## src/rtl/instr_fetch_unit.sv

```systemverilog
// Instruction fetch unit: sequential pc fetcher feeding a small instruction queue.
// Redirect flushes the queue and restarts fetch at the new pc.
module instr_fetch_unit #(
  parameter int unsigned ADDR_W = 8,
  parameter int unsigned DEPTH  = 4
) (
  input  logic              clk,
  input  logic              rst,
  input  logic              fetch_en,
  output logic              imem_req,
  output logic [ADDR_W-1:0] imem_addr,
  input  logic              imem_ack,
  input  logic [15:0]       imem_rdata,
  output logic [3:0]        opcode,
  output logic [11:0]       operand,
  output logic              valid,
  input  logic              ready,
  input  logic              redirect,
  input  logic [ADDR_W-1:0] redirect_addr,
  output logic              idle
);

  localparam int unsigned PTR_W = (DEPTH > 1) ? $clog2(DEPTH) : 1;
  localparam int unsigned CNT_W = $clog2(DEPTH + 1);
  localparam logic [CNT_W-1:0] FULL_CNT = CNT_W'(DEPTH);
  localparam logic [PTR_W-1:0] LAST_PTR = PTR_W'(DEPTH - 1);

  typedef enum logic [1:0] {
    IDLE,
    FETCH,
    WAIT_SPACE
  } state_t;

  state_t            r_state;
  state_t            w_state_next;
  logic [ADDR_W-1:0] r_pc;
  logic [CNT_W-1:0]  r_count;
  logic [CNT_W-1:0]  w_count_next;
  logic [PTR_W-1:0]  r_rd_ptr;
  logic [PTR_W-1:0]  r_wr_ptr;
  logic [15:0]       r_mem [DEPTH];
  logic              w_full;
  logic              w_push;
  logic              w_pop;

  function automatic logic [PTR_W-1:0] ptr_inc(input logic [PTR_W-1:0] p);
    return (p == LAST_PTR) ? '0 : p + PTR_W'(1);
  endfunction

  assign w_full = (r_count == FULL_CNT);
  assign w_pop  = valid && ready;
  assign w_push = (r_state == FETCH) && imem_ack && !redirect && (!w_full || w_pop);

  always_comb begin
    w_count_next = r_count;
    case ({w_push, w_pop})
      2'b10:   w_count_next = r_count + CNT_W'(1);
      2'b01:   w_count_next = r_count - CNT_W'(1);
      default: w_count_next = r_count;
    endcase
  end

  // WAIT_SPACE looks at the post-pop count so fetching resumes in the cycle
  // right after the slot frees up.
  always_comb begin
    w_state_next = r_state;
    case (r_state)
      IDLE: begin
        if (fetch_en) w_state_next = FETCH;
      end
      FETCH: begin
        if (imem_ack) begin
          if (w_count_next == FULL_CNT) w_state_next = WAIT_SPACE;
          else if (!fetch_en)           w_state_next = IDLE;
          else                          w_state_next = FETCH;
        end
      end
      WAIT_SPACE: begin
        if (w_count_next < FULL_CNT) w_state_next = fetch_en ? FETCH : IDLE;
      end
      default: w_state_next = IDLE;
    endcase
    if (redirect) w_state_next = fetch_en ? FETCH : IDLE;
  end

  always_ff @(posedge clk) begin
    if (rst) begin
      r_state  <= IDLE;
      r_pc     <= '0;
      r_count  <= '0;
      r_rd_ptr <= '0;
      r_wr_ptr <= '0;
    end else begin
      r_state <= w_state_next;
      if (redirect) begin
        r_pc     <= redirect_addr;
        r_count  <= '0;
        r_rd_ptr <= '0;
        r_wr_ptr <= '0;
      end else begin
        r_count <= w_count_next;
        if (w_push) begin
          r_pc     <= r_pc + ADDR_W'(1);
          r_wr_ptr <= ptr_inc(r_wr_ptr);
        end
        if (w_pop) r_rd_ptr <= ptr_inc(r_rd_ptr);
      end
    end
  end

  always_ff @(posedge clk) begin
    if (w_push) r_mem[r_wr_ptr] <= imem_rdata;
  end

  assign imem_req  = (r_state == FETCH);
  assign imem_addr = r_pc;
  assign valid     = (r_count != '0);
  assign opcode    = r_mem[r_rd_ptr][15:12];
  assign operand   = r_mem[r_rd_ptr][11:0];
  assign idle      = (r_state == IDLE) && (r_count == '0);

endmodule

```

## config.mk

```make
export PLATFORM = sky130hd
export DESIGN_NAME = instr_fetch_unit
export DESIGN_NICKNAME = d
export VERILOG_FILES = /design/src/rtl/instr_fetch_unit.sv
export SDC_FILE = /design/constraint.sdc
export NUM_CORES = 1
export LEC_CHECK = 0
export CAP_MARGIN = 25
export CORE_MARGIN = 1.5
export CORE_UTILIZATION = 40
export CTS_BUF_LIST = sky130_fd_sc_hd__clkbuf_4
export DETAILED_ROUTE_END_ITERATION = 16
export GPL_TIMING_DRIVEN = 0
export PLACE_DENSITY = 0.7
export SLEW_MARGIN = 20
export SYNTH_ARGS = -nofsm -noshare
export SYNTH_HDL_FRONTEND = slang
export SYNTH_SLANG_ARGS = --single-unit
export TNS_END_PERCENT = 20
```

## constraint.sdc

```tcl
create_clock -name clk -period 6.89 [get_ports clk]
set_input_delay 1.0335 -clock clk [delete_from_list [all_inputs] [get_ports clk]]
set_output_delay 1.0335 -clock clk [all_outputs]
set_load 0.05 [all_outputs]
```

==> results by group <==
STA
  – Slew headroom: approximately 44%
  – Slew @ Worst Pin: 0.843 ns
  – Setup ws final: slightly above 3 ns
  – Final hold vios: 0
  – # setup viols final: 0
  – Max Clk Rate: around 260 MHz
  – RSZ-0062 raised after global routing: no
  – Clk_skew: ~0.0083 ns
  – Max Transition Viols Final: 0
  – Fin crit period: roughly 3.8 ns
  – Total negative slack: 0 ns
  – Period utilization: 55.8%

Final layout
  – Antenna cells: 0
  – Final Instance Area: ~4400 um2
  – Filler instances: about 730
  – Share of cells above drive strength 1: between 15 and 20%
  – Final std cells w/o fill: between 400 and 500
  – Nets: between 300 and 400
  – Area growth, synth to finish: 24.7%

Critical path
  – Crit start category: flop
  – Data arrival, critical path: roughly 2.8 ns
  – WP data required: around 5.9 ns
  – Crit-path max FO: 10
  – Crit path capture type: primary output
  – Type of the worst setup path: flop to primary output

CTS
  – CTS root buf: clkbuf_4
  – Maximum clock path buffer count: 2
  – Hold_buf cts: 0
  – CTS buffer count: 9
  – Post-CTS Setup Bufs: 0
  – CTS tree: yes
  – Sink Count: 83
  – Clock Pin Slew Worst Setup and Hold Paths: 0.13 ns
  – Clock Latency Late Sink: ~0.42 ns
  – Resize count post-CTS: 0
  – Max H-tree Level: 3

Hold path
  – Hold crit path type: flop to flop

Placement
  – Dpl cells: between 300 and 400
  – Dpl cell area: around 4200 um2
  – Input/output buffers: 56
  – DP Worst Slack: about 3.5 ns
  – Post-detail-place hpwl: 4380 um
  – GP Congestion: 0.819

GRT
  – Antenna violations before repair: 0
  – GRT Util Overall: around 15%
  – Global-route wire length before repair: 10900 um
  – Gr ovfl total: 0
  – Vias in the first global route: between 2000 and 2500
  – Pin count of the biggest net entering global routing: 17

Floorplan
  – Area of the core: around 8600 um2
  – Initial Util: 40.9%
  – Chip Width: between 90 and 100 um
  – I/O pins: 57
  – Site Rows: 34
  – Die Ht: between 90 and 100 um
  – DIE AREA: roughly 9400 um2

Yosys
  – Post-synth EDFFs: 64
  – Yosys Warn Count: 0
  – Post-synth net total: between 200 and 300
  – Largest cells by area after synthesis: edfxtp_1, dfxtp_1, mux4_2
  – Async set-reset flop share out of synthesis: 0%
  – Cells after synthesis: around 230
  – Cell Area, Synth: between 3000 and 4000 um2
  – Avg Cell Area, Syn: 15.1 um2
  – Sequential element share of the synthesized area: between 60 and 70%
  – Number of synthesized register bits: 83
  – Netlist cell types: 52
  – Area leader, netlist: edfxtp_1
  – Ys flop type: edfxtp_1
  – Post-synth top area share: roughly 54%

Power
  – Worst vdd ir: about 110 uV
  – PwrDens: 225 nW/um2
  – Total power: 0.989 mW
  – Leakage Power: ~1.4 nW

Detailed routing
  – Final wirelength: about 6500 um
  – Iteration-0 DRC Markers: 145
  – # DRC: 0
  – Via count: 2180
  – Wire per inst: approximately 16 um
  – DR vias/cell: between 5 and 6
  – First drt pass iteration count: 4
  – Post-route antenna net violation count: 0

Flow run
  – Max-cap violations: 0

Run status
  – Outcome: finished, final reports clean
-- cells in the mapped netlist, drive strengths merged, types with 2 or more instances --
| cell | n |
|---|---|
| a211oi | 2 |
| a21boi | 2 |
| a21oi | 10 |
| a311oi | 2 |
| a31oi | 3 |
| a32oi | 3 |
| and2 | 5 |
| and3 | 2 |
| buf | 8 |
| clkbuf | 5 |
| dfxtp | 19 |
| edfxtp | 64 |
| ha | 6 |
| inv | 8 |
| mux2i | 2 |
| mux4 | 16 |
| nand2 | 10 |
| nand2b | 2 |
| nand3 | 4 |
| nor2 | 18 |
| nor2b | 2 |
| nor3 | 10 |
| nor4 | 2 |
| o21a | 2 |
| o21ai | 8 |
-- kinds of logic (layout without fill, tap and decap cells) --
kind of cell | count (synthesis) | after routing | synth area share (%)
compound gates | 42 | 42 | 8.96
fa+ha+maj | 7 | 7 | 2.69
buf+inv | 21 | 93 | 2.83
flops | 83 | 83 | 65.2
mux | 18 | 18 | 10.8
simple gates | 63 | 63 | 9.60
-- path summary, 6_finish.rpt --
check | cells past startpoint | slack [ns] | from | end
worst max register to register | 8 | 4.46 | r_count[2] | r_state[0]
worst max-delay path | 4 | 3.04 | flop | operand[9]
worst min-delay path | 2 | 0.51 | r_wr_ptr[1] | r_wr_ptr[1]
worst min register to register | 2 | 0.51 | r_wr_ptr[1] | r_wr_ptr[1]
-- area by class of cell --
class | count | area (um2) | area share [%]
flip-flops and latches | 83 | 2300 | 52.3
multi-input cells | 130 | 1130 | 25.7
well taps | 108 | 135 | 3.07
clock inverters | 7 | 109 | 2.47
repair buffers | 56 | 561 | 12.7
plain buffers | 13 | 70.1 | 1.59
clock buffers | 9 | 67.6 | 1.53
inverters | 8 | 30.0 | 0.682
-- layer usage --
metal  track usage [%]  wire length, um  up-vias
met5                 0                0        -
met4              4.35               70        0
met3              4.48              322        9
met2              24.7             3230       67
met1              19.0             2890     1054
li1                  -                -     1050
-- cells in the final DEF, fill, tap and decap left out, types with 3 or more instances in the layout --
cell type,Yosys,layout
ha_1,6,6
clkbuf_1,5,5
a32oi_1,3,3
nand2_1,10,10
a31oi_1,3,3
and2_1,5,5
a21oi_1,10,10
nor3_1,10,10
clkdlybuf4s50_1,0,56
o21ai_1,6,6
dfxtp_1,19,19
clkbuf_4,0,9
edfxtp_1,64,64
mux4_2,16,16
buf_2,5,5
nor2_1,17,17
inv_1,8,8
nand3_1,4,4
-- per-stage QoR --
stage,hold slack (ns),utilization (%)
global route,0.541,51.0
finish,0.507,51.0
global placement,0.485,49.0
detailed placement,0.492,49.0
floorplan,0.469,-
CTS,0.511,51.0
-- flip-flops by register name, summed over array words and instances, names as in the netlist, named ones only --
register / cells
r_mem: 64
imem_addr: 8
r_rd_ptr: 2
r_count: 3
r_state: 2
r_wr_ptr: 2
-- report_power, final --
group / total (mW) / switching (mW) / internal, mW
clock: 0.331 / 0.176 / 0.155
combinational: 0.107 / 0.0612 / 0.0458
sequential: 0.552 / 0.00622 / 0.545
total: 0.989 / 0.244 / 0.746
-- critical path, stage by stage (launching register included) --
cell and delay (ns):
dfxtp_1 0.33, clkbuf_1 0.34, clkbuf_1 0.57, mux4_2 0.35, clkdlybuf4s50_1 0.80
(Power assumes the default switching activity.)
